## config.mk

```make
export PLATFORM = sky130hd
export DESIGN_NAME = axi4lite_cmd_bridge_flat
export DESIGN_NICKNAME = d
export VERILOG_FILES = /design/src/rtl/axi4lite_cmd_bridge_if.sv /design/src/rtl/axi4lite_cmd_bridge.sv /design/src/flat_wrapper.sv
export SDC_FILE = /design/constraint.sdc
export NUM_CORES = 1
export LEC_CHECK = 0
export BUFFER_PORTS_ARGS = -buffer_cell sky130_fd_sc_hd__buf_2
export CAP_MARGIN = 20
export CORE_MARGIN = 2
export CORE_UTILIZATION = 60
export CTS_BUF_LIST = sky130_fd_sc_hd__clkbuf_8
export DETAILED_ROUTE_END_ITERATION = 16
export GPL_ROUTABILITY_DRIVEN = 0
export HOLD_SLACK_MARGIN = 0.02
export PLACE_DENSITY = 0.78
export SETUP_SLACK_MARGIN = 0.4
export SLEW_MARGIN = 20
export SYNTH_ARGS = -nofsm -noshare
export SYNTH_HDL_FRONTEND = slang
export SYNTH_SLANG_ARGS = --single-unit
```

## constraint.sdc

```tcl
create_clock -name clk -period 3.2 [get_ports clk]
set_input_delay 0 -clock clk [delete_from_list [all_inputs] [get_ports clk]]
set_output_delay 0 -clock clk [all_outputs]
set_load 0.01 [all_outputs]
```

## src/rtl/axi4lite_cmd_bridge_if.sv

```systemverilog
// Command/response channel bundle for axi4lite_cmd_bridge.
// The slave modport is the bridge side; the master modport is the command issuer.
interface axi4lite_cmd_bridge_if #(
   parameter int ADDR_WIDTH = 4,
   parameter int DATA_WIDTH = 32
);
   logic                    cmd_valid;
   logic                    cmd_ready;
   logic                    cmd_write;
   logic [ADDR_WIDTH-1:0]   cmd_addr;
   logic [DATA_WIDTH-1:0]   cmd_wdata;
   logic [DATA_WIDTH/8-1:0] cmd_wstrb;
   logic                    rsp_valid;
   logic                    rsp_ready;
   logic                    rsp_write;
   logic [1:0]              rsp_resp;
   logic [DATA_WIDTH-1:0]   rsp_rdata;

   modport slave (
      input  cmd_valid, cmd_write, cmd_addr, cmd_wdata, cmd_wstrb, rsp_ready,
      output cmd_ready, rsp_valid, rsp_write, rsp_resp, rsp_rdata
   );

   modport master (
      output cmd_valid, cmd_write, cmd_addr, cmd_wdata, cmd_wstrb, rsp_ready,
      input  cmd_ready, rsp_valid, rsp_write, rsp_resp, rsp_rdata
   );
endinterface

```

## src/rtl/axi4lite_cmd_bridge.sv

```systemverilog
// Single-outstanding command port -> internal AXI4-Lite master FSM -> internal AXI4-Lite register bank.
// Optional byte-lane strobes are enabled by defining AXI4LITE_STRB_EN.
module axi4lite_cmd_bridge #(
   parameter int          ADDR_WIDTH  = 4,
   parameter int          DATA_WIDTH  = 32,
   parameter int          REG_COUNT   = 12,
   parameter int          WAIT_CYCLES = 0,
   parameter logic [31:0] ID_VALUE    = 32'hA41C_0001
) (
   input  logic                  clk,
   input  logic                  rst_n,
   input  logic                  ena,
   output logic                  busy,
   axi4lite_cmd_bridge_if.slave  bus
);
   localparam int                    STRB_WIDTH  = DATA_WIDTH / 8;
   localparam logic [ADDR_WIDTH:0]   REG_LIMIT   = (ADDR_WIDTH + 1)'(REG_COUNT);
   localparam logic [3:0]            WAIT_LOAD   = 4'(WAIT_CYCLES);
   localparam logic [DATA_WIDTH-1:0] ID_WORD     = DATA_WIDTH'(ID_VALUE);
   localparam logic [1:0]            RESP_OKAY   = 2'b00;
   localparam logic [1:0]            RESP_SLVERR = 2'b10;

   typedef enum logic [2:0] {IDLE, WR_REQ, WR_RESP, RD_REQ, RD_DATA, RSP} state_t;

   // Internal AXI4-Lite bus between master FSM and register bank
   logic                  awvalid, awready, wvalid, wready, bvalid, bready;
   logic                  arvalid, arready, rvalid, rready;
   logic [ADDR_WIDTH-1:0] awaddr, araddr;
   logic [DATA_WIDTH-1:0] wdata, rdata;
   logic [STRB_WIDTH-1:0] wstrb;
   logic [1:0]            bresp, rresp;

   // Master state
   state_t                state_q, state_d;
   logic                  aw_done_q, aw_done_d, w_done_q, w_done_d;
   logic [ADDR_WIDTH-1:0] req_addr_q, req_addr_d;
   logic [DATA_WIDTH-1:0] req_wdata_q, req_wdata_d;
   logic [STRB_WIDTH-1:0] req_wstrb_q, req_wstrb_d;
   logic                  rsp_write_q, rsp_write_d;
   logic [1:0]            rsp_resp_q, rsp_resp_d;
   logic [DATA_WIDTH-1:0] rsp_rdata_q, rsp_rdata_d;
   logic [STRB_WIDTH-1:0] cmd_strb_sel;

`ifdef AXI4LITE_STRB_EN
   assign cmd_strb_sel = bus.cmd_wstrb;
`else
   logic unused_cmd_wstrb;
   assign cmd_strb_sel     = '1;
   assign unused_cmd_wstrb = ^bus.cmd_wstrb;
`endif

   assign bus.cmd_ready = ena && (state_q == IDLE);
   assign bus.rsp_valid = (state_q == RSP);
   assign bus.rsp_write = rsp_write_q;
   assign bus.rsp_resp  = rsp_resp_q;
   assign bus.rsp_rdata = rsp_rdata_q;
   assign busy          = (state_q != IDLE);

   assign awaddr = req_addr_q;
   assign araddr = req_addr_q;
   assign wdata  = req_wdata_q;
   assign wstrb  = req_wstrb_q;

   always_comb begin
      state_d     = state_q;
      aw_done_d   = aw_done_q;
      w_done_d    = w_done_q;
      req_addr_d  = req_addr_q;
      req_wdata_d = req_wdata_q;
      req_wstrb_d = req_wstrb_q;
      rsp_write_d = rsp_write_q;
      rsp_resp_d  = rsp_resp_q;
      rsp_rdata_d = rsp_rdata_q;
      awvalid     = 1'b0;
      wvalid      = 1'b0;
      bready      = 1'b0;
      arvalid     = 1'b0;
      rready      = 1'b0;
      unique case (state_q)
         IDLE: begin
            if (ena && bus.cmd_valid) begin
               req_addr_d  = bus.cmd_addr;
               req_wdata_d = bus.cmd_wdata;
               req_wstrb_d = cmd_strb_sel;
               aw_done_d   = 1'b0;
               w_done_d    = 1'b0;
               state_d     = bus.cmd_write ? WR_REQ : RD_REQ;
            end
         end
         WR_REQ: begin
            // AW and W retire independently; leave once both have handshaken
            awvalid = !aw_done_q;
            wvalid  = !w_done_q;
            if (awvalid && awready) aw_done_d = 1'b1;
            if (wvalid && wready)   w_done_d  = 1'b1;
            if (aw_done_d && w_done_d) state_d = WR_RESP;
         end
         WR_RESP: begin
            bready = 1'b1;
            if (bvalid) begin
               rsp_write_d = 1'b1;
               rsp_resp_d  = bresp;
               rsp_rdata_d = '0;
               state_d     = RSP;
            end
         end
         RD_REQ: begin
            arvalid = 1'b1;
            if (arready) state_d = RD_DATA;
         end
         RD_DATA: begin
            rready = 1'b1;
            if (rvalid) begin
               rsp_write_d = 1'b0;
               rsp_resp_d  = rresp;
               rsp_rdata_d = rdata;
               state_d     = RSP;
            end
         end
         RSP: begin
            if (bus.rsp_ready) state_d = IDLE;
         end
         default: state_d = IDLE;
      endcase
   end

   always_ff @(posedge clk or negedge rst_n) begin
      if (!rst_n) begin
         state_q     <= IDLE;
         aw_done_q   <= 1'b0;
         w_done_q    <= 1'b0;
         req_addr_q  <= '0;
         req_wdata_q <= '0;
         req_wstrb_q <= '0;
         rsp_write_q <= 1'b0;
         rsp_resp_q  <= RESP_OKAY;
         rsp_rdata_q <= '0;
      end else begin
         state_q     <= state_d;
         aw_done_q   <= aw_done_d;
         w_done_q    <= w_done_d;
         req_addr_q  <= req_addr_d;
         req_wdata_q <= req_wdata_d;
         req_wstrb_q <= req_wstrb_d;
         rsp_write_q <= rsp_write_d;
         rsp_resp_q  <= rsp_resp_d;
         rsp_rdata_q <= rsp_rdata_d;
      end
   end

   // Register bank (slave side); word 0 is the read-only ID
   logic [DATA_WIDTH-1:0] regs_q [1:REG_COUNT-1];
   logic [DATA_WIDTH-1:0] regs_d [1:REG_COUNT-1];
   logic                  aw_cap_q, aw_cap_d, w_cap_q, w_cap_d;
   logic [ADDR_WIDTH-1:0] aw_addr_q, aw_addr_d, ar_addr_q, ar_addr_d;
   logic [DATA_WIDTH-1:0] w_data_q, w_data_d, rdata_q, rdata_d;
   logic [STRB_WIDTH-1:0] w_strb_q, w_strb_d;
   logic [3:0]            wr_cnt_q, wr_cnt_d, rd_cnt_q, rd_cnt_d;
   logic                  bvalid_q, bvalid_d, rvalid_q, rvalid_d;
   logic                  rd_pend_q, rd_pend_d;
   logic [1:0]            bresp_q, bresp_d, rresp_q, rresp_d;
   logic                  wr_fire, rd_fire, wr_err, rd_err;
   logic [ADDR_WIDTH-1:0] wr_addr, rd_addr;
   logic [DATA_WIDTH-1:0] wr_data, rd_word;
   logic [STRB_WIDTH-1:0] wr_strb;

   assign awready = !aw_cap_q && !bvalid_q;
   assign wready  = !w_cap_q && !bvalid_q;
   assign arready = !rd_pend_q;
   assign bvalid  = bvalid_q;
   assign bresp   = bresp_q;
   assign rvalid  = rvalid_q;
   assign rresp   = rresp_q;
   assign rdata   = rdata_q;

   // Zero-wait builds commit on the capture edge, so look through to the live bus
   assign wr_addr = aw_cap_q ? aw_addr_q : awaddr;
   assign wr_data = w_cap_q ? w_data_q : wdata;
   assign wr_strb = w_cap_q ? w_strb_q : wstrb;
   assign rd_addr = rd_pend_q ? ar_addr_q : araddr;
   assign wr_err  = (wr_addr == '0) || ({1'b0, wr_addr} >= REG_LIMIT);
   assign rd_err  = ({1'b0, rd_addr} >= REG_LIMIT);

   always_comb begin
      rd_word = '0;
      if (!rd_err) begin
         if (rd_addr == '0) rd_word = ID_WORD;
         for (int i = 1; i < REG_COUNT; i++) begin
            if (rd_addr == ADDR_WIDTH'(i)) rd_word = regs_q[i];
         end
      end
   end

   always_comb begin
      regs_d    = regs_q;
      aw_cap_d  = aw_cap_q;
      w_cap_d   = w_cap_q;
      aw_addr_d = aw_addr_q;
      w_data_d  = w_data_q;
      w_strb_d  = w_strb_q;
      wr_cnt_d  = wr_cnt_q;
      bvalid_d  = bvalid_q;
      bresp_d   = bresp_q;
      rd_pend_d = rd_pend_q;
      ar_addr_d = ar_addr_q;
      rd_cnt_d  = rd_cnt_q;
      rvalid_d  = rvalid_q;
      rresp_d   = rresp_q;
      rdata_d   = rdata_q;
      wr_fire   = 1'b0;
      rd_fire   = 1'b0;

      if (awvalid && awready) begin
         aw_cap_d  = 1'b1;
         aw_addr_d = awaddr;
      end
      if (wvalid && wready) begin
         w_cap_d  = 1'b1;
         w_data_d = wdata;
         w_strb_d = wstrb;
      end
      if (!(aw_cap_q && w_cap_q) && aw_cap_d && w_cap_d) begin
         if (WAIT_CYCLES == 0) wr_fire  = 1'b1;
         else                  wr_cnt_d = WAIT_LOAD;
      end else if (wr_cnt_q != 4'd0) begin
         wr_cnt_d = wr_cnt_q - 4'd1;
         if (wr_cnt_q == 4'd1) wr_fire = 1'b1;
      end
      if (wr_fire) begin
         bvalid_d = 1'b1;
         bresp_d  = wr_err ? RESP_SLVERR : RESP_OKAY;
         for (int i = 1; i < REG_COUNT; i++) begin
            if (wr_addr == ADDR_WIDTH'(i)) begin
               for (int b = 0; b < STRB_WIDTH; b++) begin
                  if (wr_strb[b]) regs_d[i][8*b +: 8] = wr_data[8*b +: 8];
               end
            end
         end
      end
      if (bvalid_q && bready) begin
         bvalid_d = 1'b0;
         aw_cap_d = 1'b0;
         w_cap_d  = 1'b0;
      end

      if (arvalid && arready) begin
         rd_pend_d = 1'b1;
         ar_addr_d = araddr;
         if (WAIT_CYCLES == 0) rd_fire  = 1'b1;
         else                  rd_cnt_d = WAIT_LOAD;
      end else if (rd_cnt_q != 4'd0) begin
         rd_cnt_d = rd_cnt_q - 4'd1;
         if (rd_cnt_q == 4'd1) rd_fire = 1'b1;
      end
      if (rd_fire) begin
         rvalid_d = 1'b1;
         rresp_d  = rd_err ? RESP_SLVERR : RESP_OKAY;
         rdata_d  = rd_word;
      end
      if (rvalid_q && rready) begin
         rvalid_d  = 1'b0;
         rd_pend_d = 1'b0;
      end
   end

   always_ff @(posedge clk or negedge rst_n) begin
      if (!rst_n) begin
         for (int i = 1; i < REG_COUNT; i++) regs_q[i] <= '0;
         aw_cap_q  <= 1'b0;
         w_cap_q   <= 1'b0;
         aw_addr_q <= '0;
         w_data_q  <= '0;
         w_strb_q  <= '0;
         wr_cnt_q  <= 4'd0;
         bvalid_q  <= 1'b0;
         bresp_q   <= RESP_OKAY;
         rd_pend_q <= 1'b0;
         ar_addr_q <= '0;
         rd_cnt_q  <= 4'd0;
         rvalid_q  <= 1'b0;
         rresp_q   <= RESP_OKAY;
         rdata_q   <= '0;
      end else begin
         regs_q    <= regs_d;
         aw_cap_q  <= aw_cap_d;
         w_cap_q   <= w_cap_d;
         aw_addr_q <= aw_addr_d;
         w_data_q  <= w_data_d;
         w_strb_q  <= w_strb_d;
         wr_cnt_q  <= wr_cnt_d;
         bvalid_q  <= bvalid_d;
         bresp_q   <= bresp_d;
         rd_pend_q <= rd_pend_d;
         ar_addr_q <= ar_addr_d;
         rd_cnt_q  <= rd_cnt_d;
         rvalid_q  <= rvalid_d;
         rresp_q   <= rresp_d;
         rdata_q   <= rdata_d;
      end
   end
endmodule

```

## src/flat_wrapper.sv

```systemverilog
// flat-port wrapper written by rule: the top's interface ports become plain ports
module axi4lite_cmd_bridge_flat 
#(
   parameter int          ADDR_WIDTH  = 4,
   parameter int          DATA_WIDTH  = 32,
   parameter int          REG_COUNT   = 12,
   parameter int          WAIT_CYCLES = 0,
   parameter logic [31:0] ID_VALUE    = 32'hA41C_0001
)
  (clk, rst_n, ena, busy, bus_cmd_valid, bus_cmd_write, bus_cmd_addr, bus_cmd_wdata, bus_cmd_wstrb, bus_rsp_ready, bus_cmd_ready, bus_rsp_valid, bus_rsp_write, bus_rsp_resp, bus_rsp_rdata);
  axi4lite_cmd_bridge_if #(.ADDR_WIDTH(ADDR_WIDTH), .DATA_WIDTH(DATA_WIDTH)) bus_i ();
  input  logic clk;
  input  logic rst_n;
  input  logic ena;
  output logic busy;
  input wire logic [$bits(bus_i.cmd_valid)-1:0] bus_cmd_valid;
  input wire logic [$bits(bus_i.cmd_write)-1:0] bus_cmd_write;
  input wire logic [$bits(bus_i.cmd_addr)-1:0] bus_cmd_addr;
  input wire logic [$bits(bus_i.cmd_wdata)-1:0] bus_cmd_wdata;
  input wire logic [$bits(bus_i.cmd_wstrb)-1:0] bus_cmd_wstrb;
  input wire logic [$bits(bus_i.rsp_ready)-1:0] bus_rsp_ready;
  output wire logic [$bits(bus_i.cmd_ready)-1:0] bus_cmd_ready;
  output wire logic [$bits(bus_i.rsp_valid)-1:0] bus_rsp_valid;
  output wire logic [$bits(bus_i.rsp_write)-1:0] bus_rsp_write;
  output wire logic [$bits(bus_i.rsp_resp)-1:0] bus_rsp_resp;
  output wire logic [$bits(bus_i.rsp_rdata)-1:0] bus_rsp_rdata;
  assign bus_i.cmd_valid = bus_cmd_valid;
  assign bus_i.cmd_write = bus_cmd_write;
  assign bus_i.cmd_addr = bus_cmd_addr;
  assign bus_i.cmd_wdata = bus_cmd_wdata;
  assign bus_i.cmd_wstrb = bus_cmd_wstrb;
  assign bus_i.rsp_ready = bus_rsp_ready;
  assign bus_cmd_ready = bus_i.cmd_ready;
  assign bus_rsp_valid = bus_i.rsp_valid;
  assign bus_rsp_write = bus_i.rsp_write;
  assign bus_rsp_resp = bus_i.rsp_resp;
  assign bus_rsp_rdata = bus_i.rsp_rdata;
  axi4lite_cmd_bridge #(.ADDR_WIDTH(ADDR_WIDTH), .DATA_WIDTH(DATA_WIDTH), .REG_COUNT(REG_COUNT), .WAIT_CYCLES(WAIT_CYCLES), .ID_VALUE(ID_VALUE)) u_core (.clk(clk), .rst_n(rst_n), .ena(ena), .busy(busy), .bus(bus_i));
endmodule
```

==> flow_summary.json, run 1 <==
{
  "vias": 17600,
  "synth.most_common_cell": "dfrtp_1",
  "status": "complete, no violations",
  "worst_pin_slew_ns": 0.980,
  "crit_path_end_kind": "register",
  "clock_sinks": 516,
  "async_flop_share_pct": 100,
  "ys_types": 70,
  "clock_path_buffers": 3,
  "path_clk_slew_ns": 0.06,
  "p_switching_mw": 8.08,
  "p_leak_nw": 13.3,
  "layout.nets": 2170,
  "wl_mm": 66.8,
  "fin_worst_skew_ns": 0.0365,
  "antenna_found_initial": 1,
  "initial_core_util_pct": 60.7,
  "dpl.hpwl_mm": 40.1,
  "grt_util_all_layers_pct": 32.6,
  "synth_top_area_share_pct": 53.5,
  "drt_first_pass_iters": 5,
  "drive_gt1_share_pct": 36.0,
  "slew_headroom_pct": 34.4,
  "routedWlPerCell_um": 24.6,
  "port_buffers": 78,
  "die_height_um": 204,
  "overflow": 0,
  "synth_edf_count": 0,
  "netlist_area_um2": 24100,
  "seqPwrFrac_pct": 37.7,
  "timing.final.crit_share_pct": 85.0,
  "drt_iter0_markers": 1625,
  "synth_top_area_cell": "dfrtp_1",
  "avgSynthCellArea_um2": 12.1,
  "dieWidth_um": 204,
  "max_freq_mhz": 368,
  "p_int_mw": 13.0,
  "coreArea_um2": 39700,
  "path_max_fanout": 36,
  "clock_latency_ns": 0.66,
  "synth_top_cells_by_area": "dfrtp_1, mux2_2, o21ai_0, nand2_1, clkbuf_1",
  "grt_pass1_wl_mm": 104,
  "die_area_um2": 41800,
  "fin_tns_setup_ns": 0,
  "p_per_area_nw_per_um2": 767,
  "p_comb_share_pct": 34.5,
  "num_rows": 73,
  "hold_violations": 0,
  "via_per_inst": 6.51,
  "num-fill-cells": 2673,
  "critPathLaunchType": "register",
  "period_needed_ns": 2.72,
  "area_delta_synth_final_pct": 14.0,
  "seq_area_frac_synth_pct": 53.5,
  "syn_nets": 2052,
  "worst_slack_ns": 0.481,
  "swShare_pct": 38.3,
  "cts_buffers": 84,
  "ys_seq_elements": 516,
  "critPathRequiredTime_ns": 3.74,
  "drc": 0,
  "critPathArrivalTime_ns": 3.26,
  "io_pins": 84,
  "cts_root_buf": "clkbuf_8",
  "cts_tree": "built",
  "slew_violations": 0,
  "worstSetupPathType": "register to register",
  "htreeDepth": 3,
  "yosys_warnings": 0,
  "synth-main-ff-cell": "dfrtp_1",
  "grt_max_degree": 121,
  "place_worst_setup_slack_ns": 0.406,
  "hold_class": "input port to register",
  "ant_nets": 0,
  "vdd_drop_max_mv": 0.502,
  "rsz0062_at_grt": "true",
  "clock_power_share_pct": 27.8,
  "synth_cells": 2001,
  "drv_cap": 0,
  "netlist_top_cells_count": "dfrtp_1, mux2_2, o21ai_0",
  "setup_viol": 0,
  "grt_pass1_vias": 18300
}
==> power groups by stage <==
stage	Clock, mW	Sequential (mW)	Combinational [mW]
2_1_floorplan	0	7.67	4.51
3_3_place_gp	0	7.97	6.71
3_5_place_dp	0	8.02	6.87
4_1_cts	5.91	7.92	6.99
5_1_grt	6.22	8.03	7.68
6_report	5.86	7.95	7.28
==> metrics by stage <==
stage | cells | cell area (um^2) | util (%) | total power, mW | hold slack [ns]
after detailed placement | 2510 | 25200 | 63.5 | 14.9 | 0.0628
after floorplan | 2001 | 24100 | - | 12.2 | -0.296
final | 2709 | 27500 | 69.2 | 21.1 | 0.0574
after global placement | 2510 | 25200 | 63.5 | 14.7 | 0.0562
after CTS | 2706 | 27400 | 69.1 | 20.8 | 0.0277
after global routing | 2708 | 27500 | 69.2 | 21.9 | 0.103
==> repair_timing <==
item,4_1_cts,5_1_grt
endpoints found under the setup margin,0,152
setup buffers,0,2
hold buffers,46,0
gates resized for setup,0,12
endpoints found under the hold margin,337,0
==> critical path, cell delays in order, from the launching register on <==
cell and delay, ns:
dfrtp_1 0.46, buf_12 0.24, mux2_2 0.52, buf_4 0.29
o211ai_1 0.25, buf_6 0.27, o21ai_0 0.11, a211o_1 0.27
o21ai_0 0.20
==> routing by layer <==
metal	wire length, um	track usage (%)	vias to the layer above
met4	3140	16.5	0
li1	-	-	7566
met5	0	0	-
met3	5900	7.13	200
met1	26300	42.1	8961
met2	31400	52.1	915
==> state kept, by name, summed over array words and instances, names as in the netlist, 3 cells and up <==
register              flops
u_core.regs_q           352
u_core.bus.rsp_rdata     32
u_core.rdata             32
u_core.req_wdata_q       32
u_core.w_data_q          32
u_core.ar_addr_q          4
u_core.araddr             4
u_core.aw_addr_q          4
u_core.rd_cnt_q           4
u_core.wr_cnt_q           4
u_core.state_q            3
==> final cells by class <==
| class | count | area (um^2) | area share (%) |
|---|---|---|---|
| antenna | 1 | 2.50 | 0.00910 |
| clock buffer | 112 | 1540 | 5.61 |
| clock inverter | 38 | 191 | 0.696 |
| inverter | 18 | 67.6 | 0.246 |
| multi-input combinational | 1292 | 10400 | 37.9 |
| sequential | 516 | 12900 | 47.0 |
| tap | 525 | 657 | 2.39 |
| timing repair buffer | 207 | 1690 | 6.15 |
==> path summary, 6_finish.rpt <==
kind                                           startpoint                                    to  slack [ns]  cells after the start
hold / removal                              bus_cmd_valid         u_core.state_q[2]$_DFFE_PN0P_        0.06                      6
setup reg to reg             u_core.rd_pend_q$_DFFE_PN0P_          u_core.rdata[14]$_DFFE_PN0P_        0.48                      8
max in group asynchronous                           rst_n  u_core.bus.rsp_rdata[11]$_DFFE_PN0P_        1.74                      4
hold reg to reg            u_core.wr_cnt_q[3]$_DFFE_PN0P_        u_core.wr_cnt_q[3]$_DFFE_PN0P_        0.47                      1
min in group asynchronous                           rst_n         u_core.regs_q[30]$_DFFE_PN0P_        0.49                      3
setup / recovery             u_core.rd_pend_q$_DFFE_PN0P_          u_core.rdata[14]$_DFFE_PN0P_        0.48                      8
==> cells by family after synthesis <==
family          Yosys count  share of synthesized area (%)
flops                   516                           53.5
buf+inv                 193                           3.79
compound gates          470                           12.9
xor+xnor                  6                          0.218
fa+ha+maj                 5                          0.259
mux                     501                           23.2
other cells               1                         0.0155
simple gates            309                           6.06
==> layout by cell type, fill, tap and decap left out, types with 8 or more instances in the layout <==
| cell type | n |
|---|---|
| dfrtp_1 | 514 |
| mux2_2 | 467 |
| o21ai_0 | 154 |
| nand2_1 | 141 |
| clkbuf_8 | 112 |
| buf_2 | 77 |
| nor2_1 | 72 |
| a21oi_1 | 67 |
| buf_4 | 65 |
| inv_1 | 47 |
| dlygate4sd3_1 | 45 |
| o22ai_1 | 36 |
| mux2i_1 | 31 |
| o21a_1 | 26 |
| a2bb2oi_1 | 18 |
| a221oi_1 | 16 |
| and3_1 | 14 |
| o221ai_1 | 14 |
| o211ai_1 | 14 |
| buf_12 | 14 |
| nor3_1 | 13 |
| a21o_1 | 11 |
| nand3_1 | 10 |
| o2111ai_1 | 10 |
| a22o_1 | 9 |
| a22oi_1 | 9 |
| a31oi_1 | 8 |
| o31ai_1 | 8 |
| a211o_1 | 8 |
| a2111oi_0 | 8 |
(Power assumes the default switching activity.)
==> run 2: changes to the inputs <==
- clock period: 3.2 -> 2.7 ns (I/O delays scaled with it)
==> flow_summary.json, run 2 (same netlist as run 1, synthesis figures left out) <==
{
  "htreeDepth": 3,
  "p_comb_share_pct": 38.6,
  "r2r_slack_ns": 0.29,
  "seqPwrFrac_pct": 35.2,
  "grt_max_degree": 87,
  "area_delta_synth_final_pct": 20.0,
  "worst_pin_slew_ns": 0.662,
  "dieWidth_um": 204,
  "fin_worst_skew_ns": 0.0482,
  "p_switching_mw": 10.3,
  "status": "complete, no violations",
  "die_area_um2": 41800,
  "critPathCapture": "u_core.rdata[20]$_DFFE_PN0P_",
  "critical-path-max-stage-delay_ns": 0.45,
  "ant_nets": 0,
  "hold_class": "input port to async pin",
  "io_pins": 84,
  "startpoint": "u_core.rd_pend_q$_DFFE_PN0P_",
  "timing.final.crit_share_pct": 89.4,
  "fin_cells": 2780,
  "p_per_area_nw_per_um2": 920,
  "slew_violations": 0,
  "max_freq_mhz": 414,
  "worstSetupPathType": "register to register",
  "grt_pass1_wl_mm": 106,
  "cp.depth": 8,
  "coreArea_um2": 39700,
  "cts_tree": "built",
  "largest_register": "u_core.regs_q",
  "rsz0062_at_grt": "true",
  "drv_cap": 0,
  "vdd_drop_max_mv": 0.607,
  "swShare_pct": 38.6,
  "cts_root_buf": "clkbuf_8",
  "drt_first_pass_iters": 7,
  "grt_pass1_vias": 18500,
  "p_int_mw": 16.3,
  "hold_violations": 0,
  "clock_power_share_pct": 26.2,
  "dpl.hpwl_mm": 41.1,
  "reg2reg_depth": 8,
  "initial_core_util_pct": 60.7,
  "slowest_stage": "dfrtp_2",
  "port_buffers": 78,
  "antenna_found_initial": 0,
  "worst_r2r_endpoint": "u_core.rdata[20]$_DFFE_PN0P_",
  "drc": 0,
  "dp_cells": 2536,
  "clock_path_buffers": 3,
  "num_antenna_cells": 0,
  "grt_util_all_layers_pct": 33.6,
  "critPathRequiredTime_ns": 3.22,
  "mostFrequentLayoutCells": "dfrtp_1, mux2_2, o21ai_0",
  "period_needed_ns": 2.41,
  "setup_viol": 0,
  "num-fill-cells": 2518,
  "path_common_cell": "buf_4",
  "clock_sinks": 516,
  "clock_latency_ns": 0.67,
  "largest_reg_flops": 352,
  "wl_mm": 73.8,
  "path_cells": "buf_12 -> buf_4 -> mux2_4 -> buf_4 -> nor3_1 -> a311oi_1 -> a2111oi_0 -> a21oi_1",
  "drt_iter0_markers": 2388,
  "path_max_fanout": 16,
  "layout.nets": 2249,
  "critPathArrivalTime_ns": 2.93,
  "cts_buffers": 85,
  "critPathLaunchType": "register",
  "p_leak_nw": 13.9,
  "r2r_start": "u_core.rd_pend_q$_DFFE_PN0P_",
  "routedWlPerCell_um": 26.6,
  "overflow": 0,
  "timing.critical_path.buf_inv": 3,
  "path_clk_slew_ns": 0.08,
  "die_height_um": 204,
  "vias": 18600,
  "via_per_inst": 6.70,
  "slew_headroom_pct": 55.8,
  "crit_path_end_kind": "register",
  "drive_gt1_share_pct": 39.7,
  "critical_path.top_delay_family": "compound AO/OA/AOI/OAI gates",
  "num_rows": 73,
  "final_common_cell": "dfrtp_1",
  "holdWs_ns": 0.0469
}
## run 2: cell types whose count changed in the layout (fill, tap and decap cells not counted), moves of 8 or more
| cell | change |
|---|---|
| buf_6 | +16 |
| buf_4 | +32 |
| clkbuf_16 | +8 |
| buf_12 | +10 |
| mux2_4 | +47 |
| mux2_2 | -45 |
## run 2: repair_timing
action	in CTS	in global routing
buffers inserted	10	29
endpoints found under the setup margin	384	295
gates resized for setup	46	127
endpoints found under the hold margin	557	0
gates cloned	3	13
pin swaps	4	24
hold buffers	45	0
## run 2: routing by layer
metal	wire [um]	global-route usage, %	up-vias
met5	78	0	-
met4	5110	19.9	2
met3	7500	8.80	331
met2	33800	53.5	1198
met1	27300	41.6	9376
li1	-	-	7729
## run 2: area by class of cell
cell class / count / area [um^2] / area share, %
repair buffers: 283 / 2700 / 9.32
clock inverters: 35 / 216 / 0.748
well taps: 525 / 657 / 2.27
multi-input cells: 1294 / 10900 / 37.6
inverters: 18 / 67.6 / 0.234
clock buffers: 109 / 1500 / 5.19
flip-flops and latches: 516 / 12900 / 44.7
## run 2: worst min path at each step
stage	cells past startpoint	slack (ns)	endpoint
finish	3	0.05	u_core.state_q[0]$_DFFE_PN0P_
global route	3	0.06	u_core.req_wdata_q[24]$_DFFE_PN0P_
CTS	3	0.02	u_core.req_wdata_q[29]$_DFFE_PN0P_
detailed placement	1	-0.04	u_core.req_wdata_q[29]$_DFFE_PN0P_
global placement	1	-0.04	u_core.req_wdata_q[24]$_DFFE_PN0P_
floorplan	0	-0.30	u_core.ar_addr_q[0]$_DFFE_PN0P_
## run 2: tightest hold or removal path, delay by kind of cell
kind,cells,cell delay [ns]
buf+inv,3,1.07
## run 2: power by group through the flow
stage	Combinational [mW]	Sequential (mW)	Clock (mW)
after global placement	8.32	9.38	0
after detailed placement	8.49	9.44	0
final	10.3	9.37	6.98
after global routing	10.7	9.44	7.40
after CTS	8.97	9.32	7.01
after floorplan	5.35	9.09	0
## run 2: through the flow
step                      instance area [um^2]  TNS (ns)  utilization (%)  setup WS [ns]  total power [mW]
after global placement                   25500  -0.00176             64.2       -0.00176              17.7
after CTS                                28000         0             70.5          0.270              25.3
after detailed placement                 25500    -0.535             64.2        -0.0976              17.9
after floorplan                          24100         0                -          0.425              14.4
after global routing                     28900         0             72.8          0.302              27.5
final                                    28900         0             72.8          0.287              26.6
